--- config.mk ---
export PLATFORM = sky130hd
export DESIGN_NAME = hazard_stall_ctrl
export DESIGN_NICKNAME = d
export VERILOG_FILES = /design/src/rtl/hazard_stall_ctrl_pkg.sv /design/src/rtl/hazard_stall_ctrl_md_busy_counter.sv /design/src/rtl/hazard_stall_ctrl.sv
export SDC_FILE = /design/constraint.sdc
export NUM_CORES = 1
export LEC_CHECK = 0
export ABC_CLOCK_PERIOD_IN_PS = 2300
export BUFFER_PORTS_ARGS = -buffer_cell sky130_fd_sc_hd__buf_2
export CAP_MARGIN = 10
export CORE_MARGIN = 4
export CORE_UTILIZATION = 43
export CTS_BUF_LIST = sky130_fd_sc_hd__clkbuf_4 sky130_fd_sc_hd__clkbuf_8 sky130_fd_sc_hd__clkbuf_16
export CTS_CLUSTER_DIAMETER = 30
export DETAILED_ROUTE_END_ITERATION = 8
export GPL_TIMING_DRIVEN = 0
export PLACE_DENSITY = 0.84
export REMOVE_ABC_BUFFERS = 1
export SYNTH_ARGS = -nofsm -noshare
export SYNTH_HDL_FRONTEND = slang
export SYNTH_SLANG_ARGS = --single-unit
export TNS_END_PERCENT = 1
--- constraint.sdc ---
create_clock -name clk -period 2.3 [get_ports clk]
set_clock_uncertainty 0.05 [all_clocks]
set_input_delay 0.46 -clock clk [delete_from_list [all_inputs] [get_ports clk]]
set_output_delay 0.46 -clock clk [all_outputs]
set_load 0.005 [all_outputs]
--- src/rtl/hazard_stall_ctrl_pkg.sv ---
// Shared pipeline definitions for the hazard/stall controller: field widths,
// the "operand unused" Tuse code, default HI/LO latencies and the RAW check.
package hazard_stall_ctrl_pkg;

  localparam int unsigned REG_W = 5;
  localparam int unsigned T_W   = 2;

  localparam logic [T_W-1:0] TUSE_NONE = 2'd3;

  localparam int unsigned MULT_CYCLES_DEF = 5;
  localparam int unsigned DIV_CYCLES_DEF  = 10;

  // A source stalls when an older instruction writes it and its value is not
  // ready by the time D needs it; register 0 and unused operands never stall.
  function automatic logic raw_hazard(input logic [REG_W-1:0] src,
                                      input logic [T_W-1:0]   tuse,
                                      input logic [REG_W-1:0] dst,
                                      input logic [T_W-1:0]   tnew);
    return (src != '0) && (src == dst) && (tuse != TUSE_NONE) && (tuse < tnew);
  endfunction

endpackage

--- src/rtl/hazard_stall_ctrl_md_busy_counter.sv ---
// HI/LO unit busy tracker: loads the op latency on a start pulse and counts
// down to zero; busy covers the start cycle plus the loaded number of cycles.
module hazard_stall_ctrl_md_busy_counter #(
  parameter int unsigned MULT_CYCLES = 5,
  parameter int unsigned DIV_CYCLES  = 10,
  parameter int unsigned CNT_W       = 4
) (
  input  logic clk,
  input  logic reset,
  input  logic start,
  input  logic is_div,
  output logic busy
);

  logic [CNT_W-1:0] cnt_q, cnt_d;

  always_comb begin
    cnt_d = cnt_q;
    if (start) begin
      cnt_d = is_div ? CNT_W'(DIV_CYCLES) : CNT_W'(MULT_CYCLES);
    end else if (cnt_q != '0) begin
      cnt_d = cnt_q - CNT_W'(1);
    end
  end

  always_ff @(posedge clk or negedge reset) begin
    if (!reset) begin
      cnt_q <= '0;
    end else begin
      cnt_q <= cnt_d;
    end
  end

  assign busy = reset & (start | (cnt_q != '0));

endmodule

--- src/rtl/hazard_stall_ctrl.sv ---
// Stall/flush controller for the 5-stage pipeline (Tuse/Tnew RAW + HI/LO busy).
// Define STALL_STATS_EN to add the stall_cnt statistics port and counter.
module hazard_stall_ctrl
  import hazard_stall_ctrl_pkg::*;
#(
  parameter int unsigned MULT_CYCLES = MULT_CYCLES_DEF,
  parameter int unsigned DIV_CYCLES  = DIV_CYCLES_DEF,
  parameter int unsigned CNT_W       = 4
`ifdef STALL_STATS_EN
  ,
  parameter int unsigned STAT_W      = 32
`endif
) (
  input  logic             clk,
  input  logic             reset,
  input  logic [REG_W-1:0] D_rs,
  input  logic [REG_W-1:0] D_rt,
  input  logic [T_W-1:0]   D_Tuse_rs,
  input  logic [T_W-1:0]   D_Tuse_rt,
  input  logic             D_is_md,
  input  logic             D_flush_req,
  input  logic [REG_W-1:0] E_A3,
  input  logic [REG_W-1:0] M_A3,
  input  logic [T_W-1:0]   E_Tnew,
  input  logic [T_W-1:0]   M_Tnew,
  input  logic             E_md_start,
  input  logic             E_md_div,
  output logic             PC_WE,
  output logic             F_D_RegWE,
  output logic             F_D_clear,
  output logic             D_E_clear,
  output logic             md_busy
`ifdef STALL_STATS_EN
  ,
  output logic [STAT_W-1:0] stall_cnt
`endif
);

  logic stall_rs, stall_rt, stall_md, stall;

  hazard_stall_ctrl_md_busy_counter #(
    .MULT_CYCLES (MULT_CYCLES),
    .DIV_CYCLES  (DIV_CYCLES),
    .CNT_W       (CNT_W)
  ) u_md_busy (
    .clk    (clk),
    .reset  (reset),
    .start  (E_md_start),
    .is_div (E_md_div),
    .busy   (md_busy)
  );

  assign stall_rs = raw_hazard(D_rs, D_Tuse_rs, E_A3, E_Tnew) |
                    raw_hazard(D_rs, D_Tuse_rs, M_A3, M_Tnew);
  assign stall_rt = raw_hazard(D_rt, D_Tuse_rt, E_A3, E_Tnew) |
                    raw_hazard(D_rt, D_Tuse_rt, M_A3, M_Tnew);
  assign stall_md = D_is_md & md_busy;
  assign stall    = stall_rs | stall_rt | stall_md;

  // In reset the pipe is frozen with a bubble held in D/E.
  always_comb begin
    PC_WE     = 1'b0;
    F_D_RegWE = 1'b0;
    F_D_clear = 1'b0;
    D_E_clear = 1'b1;
    if (reset && !stall) begin
      PC_WE     = 1'b1;
      F_D_RegWE = 1'b1;
      F_D_clear = D_flush_req;
      D_E_clear = 1'b0;
    end
  end

`ifdef STALL_STATS_EN
  always_ff @(posedge clk or negedge reset) begin
    if (!reset) begin
      stall_cnt <= '0;
    end else if (stall) begin
      stall_cnt <= stall_cnt + STAT_W'(1);
    end
  end
`endif

endmodule

==> results.md, run 1 <==
- The run finished, with violations left.
- The checks that failed: setup timing.
- Ranked by total cell area, the synthesized netlist is headed by sky130_fd_sc_hd__xnor2_1 (15%), sky130_fd_sc_hd__dfrtp_1 (15%), sky130_fd_sc_hd__xor2_1 (11%).
- The total clock sinks is 4.
- The CTS H-tree depth is 1.
- The area of the die is 2310 um2.
- The detail route stage leaves a number of antenna-violating nets equal to 0.
- For this design the top-level I/O count stands at 39.
- The total of warnings raised by yosys is 0.
- The slowest library cell on the worst path is sky130_fd_sc_hd__a221oi_2.
- The floorplan step defined a core boundary enclosing 1510 um2.
- After detailed routing, the number of remaining DRC violations is 0.
- The number of distinct library cells after synthesis is 22.
- The area growth from synthesis to layout is 54.3%.
- Setup violations remaining at the end of the flow were counted as 4.
- The capture endpoint of the worst hold path is u_md_busy.cnt_q[3]$_DFFE_PN0N_.
- The most common cell after layout, fill and taps aside is sky130_fd_sc_hd__buf_2.
- The sequential fraction of the synthesis area is 0.145.
- The clock tree from TritonCTS is yes.
- The largest registers in the layout are u_md_busy.cnt_q x4.
- The path class of the tightest hold or removal check is in -> reg.
- The total detailed-routing wirelength is 2000 um.
- The clock buffer count from CTS is 3.
- The first-pass iteration count of the detailed router is 2.
- Summed over all instances, the cell type with the most area after synthesis is sky130_fd_sc_hd__xnor2_1.
- VDD sags by at most 0.190 mV.
- The startpoint class of the critical path is a primary input.
- The leakage power is 0.443 nW.
- For this run, the slowest stage of the critical path takes 0.37 ns.
- The height of the chip is 48.0 um.
- The max-slew violation count is 0.
- From left edge to right edge, the die measures 48.0 um.
- The critical path capture point type is an output pin.
- Traced cell by cell, the critical path runs through buf_2 -> nand2b_1 -> a2111oi_4 -> nand4_1 -> a221oi_2 -> or3_1 -> buf_2.
- The routed length per instance is 14.9 um.
- The number of antenna violations at the first check in global routing came to 0.
- Based on the critical path, the design can be clocked at up to 415 MHz.
- The average vias per placed instance is 5.34.
- The sequential standard cell area is 100 um2.
- The total global routing track utilization is 0.188.
- The data required time of the worst path is 1.79 ns.
- Dividing the final minimum period by the clock period gives 1.05.
- Along the worst hold path, the cell count comes to 2.
- Max-cap violations in this run came to 0.
- For this block, the via count after detailed routing is 716.
- By startpoint and endpoint, the worst setup path is classified as in -> out.
- The completed layout was analyzed and its total power is 0.397 mW.
- The sum of overflow across all layers after global routing is 0.
- In the layout the commonest cells are sky130_fd_sc_hd__buf_2 (34), sky130_fd_sc_hd__xnor2_1 (12), sky130_fd_sc_hd__xor2_1 (9).
- The final-layout fill cell count is 121.
- The register-to-register path setup slack is 0.88 ns.
- At the end of routability-driven placement, the weighted congestion stood at 0.761.
- The number of global-route vias before repair is 756.
- The register with the most flip-flops in the layout has 4 of them.
- The register name with the most flops is u_md_busy.cnt_q.
- The count of final hold-check violations is 0.
- The maximum number of pins on one net before global-route repair is 8.
- For this run, the post-layout net count is 160.
- The number of cells on the worst reg-to-reg path is 6.
- The library cell used as clock root buffer is sky130_fd_sc_hd__clkbuf_4.
- The final worst setup slack is -0.111 ns.
- Each instance of the synthesized netlist takes up on average 9.07 um2.
- The area of combinational cells with multiple inputs is 648 um2.
- The number of placed instances, taps included, is 129.
- At the pin with the least slew margin, the transition time is 0.389 ns.
- The first global-routing pass estimated 3020 um of wire.
- Row generation in the floorplan step produced 14 rows.
- The arrival time at the worst endpoint is 1.90 ns.
- Synthesis inferred 4 register bits.
- The worst register-to-register path begins at u_md_busy.cnt_q[0]$_DFFE_PN0N_.
- The worst hold path begins at E_md_start.
- The clock-pin slew on the worst setup and hold paths is 0.04 ns.
- The HPWL after detailed placement is 1550 um.
- The number of DRC markers in iteration 0 is 3.
- The most numerous cell type found on the critical path is sky130_fd_sc_hd__buf_2.
- Synthesis produced a netlist whose cell count is 76.
- After layout, the minimum clock period comes to 2.41 ns.
- The largest fanout on the critical path is 3.
- For this configuration, the core starts out at a cell density of 0.458.
- Excluding fillers, the count of instances in the completed layout stands at 134.
- The post-placement cell area is 892 um2.
- The tightest slew margin relative to the limit is 0.738.
- Port buffering added 38 buffers.
- The power density normalized to cell area is 373 nW/um2.
- Summing every instance area after synthesis gives 689 um2.
- Setup repair after global routing could not meet its margin everywhere.
- Of the post-synthesis cell area, the dominant cell type holds 0.152.
- The worst setup path startpoint is D_Tuse_rt[0].
- The number of antenna diodes in the final layout is 0.
- For the worst-skew pair, the clock arrives at the later sink with an insertion delay of 0.23 ns.
- In this run the deepest clock path goes through 2 buffers.
- The worst flop-to-flop path endpoint is u_md_busy.cnt_q[1]$_DFFE_PN0N_.
- For the final routed database, the setup TNS stands at -0.372 ns.
- The share of post-route cells with drive strength above 1 is 0.475.
- The cell area after layout is 1060 um2.
[through the flow]
step	hold WS, ns	util	worst slack, ns
2_1_floorplan	0.114	-	0.158
3_3_place_gp	0.223	0.592	-0.172
3_5_place_dp	0.225	0.592	-0.210
4_1_cts	0.464	0.694	-0.130
5_1_grt	0.468	0.706	-0.223
6_report	0.471	0.706	-0.111
[what timing repair did]
item | 4_1_cts | 5_1_grt
endpoints found under the hold margin | 4 | 0
pin swaps | 8 | 6
endpoints found under the setup margin | 4 | 4
buffers inserted | 1 | 0
gates resized for setup | 16 | 6
hold buffers | 1 | 0
[synth_stat cells]
cell type and n:
sky130_fd_sc_hd__a21oi_1 5, sky130_fd_sc_hd__or4_1 2, sky130_fd_sc_hd__nor3_1 2, sky130_fd_sc_hd__nand4_1 4, sky130_fd_sc_hd__ha_1 6, sky130_fd_sc_hd__a211oi_1 1
sky130_fd_sc_hd__xnor2_1 12, sky130_fd_sc_hd__o21ai_0 2, sky130_fd_sc_hd__nand2b_1 6, sky130_fd_sc_hd__nand2_1 1, sky130_fd_sc_hd__nor4_1 1, sky130_fd_sc_hd__nor2_1 3
sky130_fd_sc_hd__or3_1 2, sky130_fd_sc_hd__a2111oi_2 3, sky130_fd_sc_hd__buf_4 1, sky130_fd_sc_hd__a221oi_2 2, sky130_fd_sc_hd__nor2b_1 1, sky130_fd_sc_hd__dfrtp_1 4
sky130_fd_sc_hd__xor2_1 9, sky130_fd_sc_hd__a2111oi_4 1, sky130_fd_sc_hd__nor4b_4 1, sky130_fd_sc_hd__inv_1 7
[where the power goes]
| group | internal [mW] | leakage [nW] | switching [mW] | total (mW) |
|---|---|---|---|---|
| logic | 0.107 | 0.383 | 0.102 | 0.208 |
| registers | 0.0836 | 0.0466 | 0.0134 | 0.0971 |
| clock network | 0.0587 | 0.0138 | 0.0328 | 0.0915 |
[cell type report]
| type | instances | area share |
|---|---|---|
| Multi-Input combinational cell | 64 | 0.609 |
| Timing Repair Buffer | 40 | 0.222 |
| Sequential cell | 4 | 0.0941 |
| Inverter | 7 | 0.0341 |
| Clock buffer | 3 | 0.0212 |
| Tap cell | 16 | 0.0188 |
[worst max-delay path: cells and delay by family]
kind	cells	cell delay (ns)
buf+inv	2	0.21
compound gates	2	0.73
simple gates	3	0.49
[cells by family (layout without fill, tap and decap cells)]
family | after synthesis | after routing | synth area share
xor+xnor | 21 | 21 | 0.267
buf+inv | 8 | 50 | 0.0490
fa+ha+maj | 6 | 6 | 0.109
simple gates | 23 | 23 | 0.220
flops | 4 | 4 | 0.145
compound gates | 14 | 14 | 0.211
[worst max-delay path by stage]
stage,to,cells after the start
after floorplan,D_E_clear,6
after global placement,D_E_clear,7
after detailed placement,F_D_RegWE,7
after CTS,D_E_clear,8
after global routing,D_E_clear,8
final,D_E_clear,7
[per-layer routing]
| metal | wire, um | track usage | part of all wire |
|---|---|---|---|
| met5 | 0 | 0 | 0 |
| met4 | 0 | 0.0484 | 0 |
| met3 | 87 | 0.0150 | 0.043 |
| met2 | 1230 | 0.409 | 0.61 |
| met1 | 688 | 0.180 | 0.34 |
(Power assumes the default switching activity.)
==> inputs of run 2 (changes only) <==
- CORE_MARGIN: 4 -> unset
==> results.md, run 2 (synthesis gave the netlist of run 1 again) <==
- The tightest slew margin relative to the limit is 0.814 (was 0.738).
- The number of buffers inserted by port buffering is 38 (unchanged).
- The part of the power in combinational logic was 0.523 (was 0.525).
- The total core area is 1510 um2 (unchanged).
- Commonest non-fill, non-tap cells in the layout: sky130_fd_sc_hd__buf_2 (34), sky130_fd_sc_hd__xnor2_1 (12), sky130_fd_sc_hd__xor2_1 (9) (unchanged).
- The average vias per placed instance is 5.33 (was 5.34).
- The detailed-routing wirelength on met1 is 670 um (was 688 um).
- The maximum clock path buffer count is 2 (unchanged).
- The number of antenna violations at the first check in global routing was 0 (unchanged).
- The total detailed-routing wirelength came to 1770 um (was 2000 um).
- The portion of total power attributed to the clock network is 0.227 (was 0.231).
- The placement-stage worst setup slack is -0.189 ns (was -0.210 ns).
- The antenna cell count came to 0 (unchanged).
- The number of failing setup endpoints in the final timing report is 4 (unchanged).
- Unrepaired setup endpoints after global routing: yes (unchanged).
- The most common cell after layout, fill and taps aside was sky130_fd_sc_hd__buf_2 (unchanged).
- The capture endpoint of the worst hold path is u_md_busy.cnt_q[3]$_DFFE_PN0N_ (unchanged).
- The post-route clock period utilization is 1.03 (was 1.05).
- The clock tree from TritonCTS is yes (unchanged).
- The count of max-cap constraint violations is 0 (unchanged).
- The count of final hold-check violations is 0 (unchanged).
- Largest registers: u_md_busy.cnt_q x4 (unchanged).
- The final period demand of the worst path is 2.36 ns (was 2.41 ns).
- The startpoint of the most critical hold path is E_md_div (was E_md_start).
- The type of the worst setup path is in -> out (unchanged).
- The power density normalized to cell area is 370 nW/um2 (was 373 nW/um2).
- The start of the worst register-to-register path is u_md_busy.cnt_q[0]$_DFFE_PN0N_ (unchanged).
- Failing checks: setup timing (unchanged).
- The maximum clock rate is 424 MHz (was 415 MHz).
- The maximum number of pins on one net before global-route repair came to 8 (unchanged).
- The worst min-delay path category was in -> reg (unchanged).
- The total global routing track utilization was 0.213 (was 0.188).
- The via count is 714 (was 716).
- The arrival time at the worst endpoint came to 1.85 ns (was 1.90 ns).
- The top-level I/O count is 39 (unchanged).
- The number of cells in the finished layout apart from fillers is 134 (unchanged).
- The total clock sinks is 4 (unchanged).
- The first-pass iteration count of the detailed router is 4 (was 2).
- The worst IR drop on VDD is 0.194 mV (was 0.190 mV).
- The internal power is 0.248 mW (was 0.249 mW).
- The clock-pin slew on the worst setup and hold paths is 0.04 ns (about the same).
- The share of post-route cells with drive strength above 1 is 0.475 (unchanged).
- The worst hold path depth is 3 (was 2).
- The sequential cell fraction of total power is 0.250 (was 0.244).
- The critical path capture point type is an output pin (unchanged).
- The number of cell rows came to 14 (unchanged).
- The number of DRC markers in iteration 0 is 14 (was 3).
- The slew at the pin closest to its max-slew limit is 0.279 ns (was 0.389 ns).
- The post-detailed-placement half-perimeter wirelength is 1430 um (was 1550 um).
- The routed length on met3 is 68 um (was 87 um).
- Status: complete, but fails checks (unchanged).
- The highest layer used for signal routing is met4 (was met3).
- The worst flop-to-flop path endpoint is u_md_busy.cnt_q[1]$_DFFE_PN0N_ (unchanged).
- The number of flip-flops in the largest register is 4 (unchanged).
- The net total in the final layout is 160 (unchanged).
- The data required time of the worst path is 1.79 ns (about the same).
- The chip width was 42.0 um (was 48.0 um).
- The area added between synthesis and finish is 52.8% (was 54.3%).
- The number of cells in the design after placement is 129 (unchanged).
- The number of cells on the worst reg-to-reg path is 6 (unchanged).
- The initial standard-cell utilization of the core was 0.458 (unchanged).
- The final-layout fill cell count was 112 (was 121).
- The clock buffer count from CTS was 3 (unchanged).
- The met2 routed wirelength came to 1010 um (was 1230 um).
- The routed length per instance came to 13.2 um (was 14.9 um).
- The latest clock arrival within the worst-skew pair is 0.24 ns (was 0.23 ns).
- The register-to-register path setup slack came to 0.85 ns (was 0.88 ns).
- The net switching power of the design was 0.142 mW (was 0.148 mW).
- The residual antenna-violating net count after detailed routing came to 0 (unchanged).
- The final worst setup slack is -0.0587 ns (was -0.111 ns).
- The CTS H-tree depth is 1 (unchanged).
- The area of the die is 1770 um2 (was 2310 um2).
- The library cell used as clock root buffer is sky130_fd_sc_hd__clkbuf_4 (unchanged).
- The share of total power consumed by net switching is 0.364 (was 0.373).
- The register name with the most flops is u_md_busy.cnt_q (unchanged).
- The leakage power is 0.446 nW (was 0.443 nW).
- The first-pass GRT wire length was 2940 um (was 3020 um).
- The sum of overflow across all layers after global routing is 0 (unchanged).
- The core occupancy in the finished layout is 0.699 (was 0.706).
- The max-slew violation count was 0 (unchanged).
- The height of the chip is 42.0 um (was 48.0 um).
- The last weighted congestion value of the routability-driven placer is 0.788 (was 0.761).
- The largest fanout on the critical path came to 3 (unchanged).
- The overall power after layout came to 0.389 mW (was 0.397 mW).
- The startpoint class of the critical path is a primary input (unchanged).
- The number of global-route vias before repair is 723 (was 756).
- The post-detailed-route DRC marker count is 0 (unchanged).
- The post-route worst hold slack is 0.465 ns (was 0.471 ns).
run 2: changes by cell type in the layout (fill, tap and decap cells not counted):
cell / delta
sky130_fd_sc_hd__inv_6: -2
sky130_fd_sc_hd__nand2b_4: +1
sky130_fd_sc_hd__inv_4: +2
sky130_fd_sc_hd__buf_4: +1
sky130_fd_sc_hd__nand2b_1: -1
sky130_fd_sc_hd__nor3_1: +1
sky130_fd_sc_hd__nor3_2: -1
sky130_fd_sc_hd__buf_8: -1
sky130_fd_sc_hd__o21ai_1: +1
sky130_fd_sc_hd__o21ai_0: -1
run 2: metal layers:
metal,GRT usage,vias to the layer above
met5,0,-
met4,0.0875,0
met3,0.0345,2
met2,0.416,24
met1,0.220,330
li1,-,358
run 2: worst max-delay path by stage:
stage                  from        end  slack [ns]
3_5_place_dp   D_Tuse_rt[1]  D_E_clear       -0.19
5_1_grt           M_Tnew[1]  D_E_clear       -0.11
3_3_place_gp   D_Tuse_rt[1]  D_E_clear       -0.17
2_1_floorplan     E_Tnew[1]  D_E_clear        0.16
6_report          M_Tnew[1]  D_E_clear       -0.06
4_1_cts           E_Tnew[1]  D_E_clear       -0.08
run 2: metrics by stage:
| step | TNS [ns] | cell area (um2) |
|---|---|---|
| final | -0.177 | 1050 |
| after global routing | -0.383 | 1050 |
| after CTS | -0.312 | 1030 |
| after detailed placement | -0.701 | 892 |
| after global placement | -0.620 | 892 |
| after floorplan | 0 | 682 |
run 2: cell type report:
cell class | instances | area [um2] | share of cell area
tap | 16 | 20.0 | 0.0190
sequential | 4 | 100 | 0.0950
timing repair buffer | 40 | 229 | 0.217
multi-input combinational | 64 | 651 | 0.618
inverter | 7 | 31.3 | 0.0297
clock buffer | 3 | 22.5 | 0.0214
run 2: worst max-delay path, stage by stage:
cell and delay, ns:
sky130_fd_sc_hd__buf_6 0.10, sky130_fd_sc_hd__inv_4 0.06, sky130_fd_sc_hd__ha_4 0.20, sky130_fd_sc_hd__a2111oi_4 0.28, sky130_fd_sc_hd__nand4_1 0.16, sky130_fd_sc_hd__a221oi_2 0.33, sky130_fd_sc_hd__or3_1 0.16, sky130_fd_sc_hd__buf_2 0.10
run 2: repair_timing:
action / 4_1_cts / 5_1_grt
resized for setup: 13 / 5
hold buffers: 1 / 0
setup endpoints to repair: 4 / 4
setup buffers: 1 / 0
endpoints found under the hold margin: 4 / 0
pin swaps: 9 / 6
run 2: power by group through the flow:
| stage | clock network (mW) | logic, mW | registers (mW) |
|---|---|---|---|
| final | 0.0885 | 0.204 | 0.0973 |
| after detailed placement | 0 | 0.170 | 0.0971 |
| after global routing | 0.101 | 0.224 | 0.0982 |
| after CTS | 0.0898 | 0.201 | 0.0964 |
| after global placement | 0 | 0.162 | 0.0959 |
| after floorplan | 0 | 0.103 | 0.0946 |
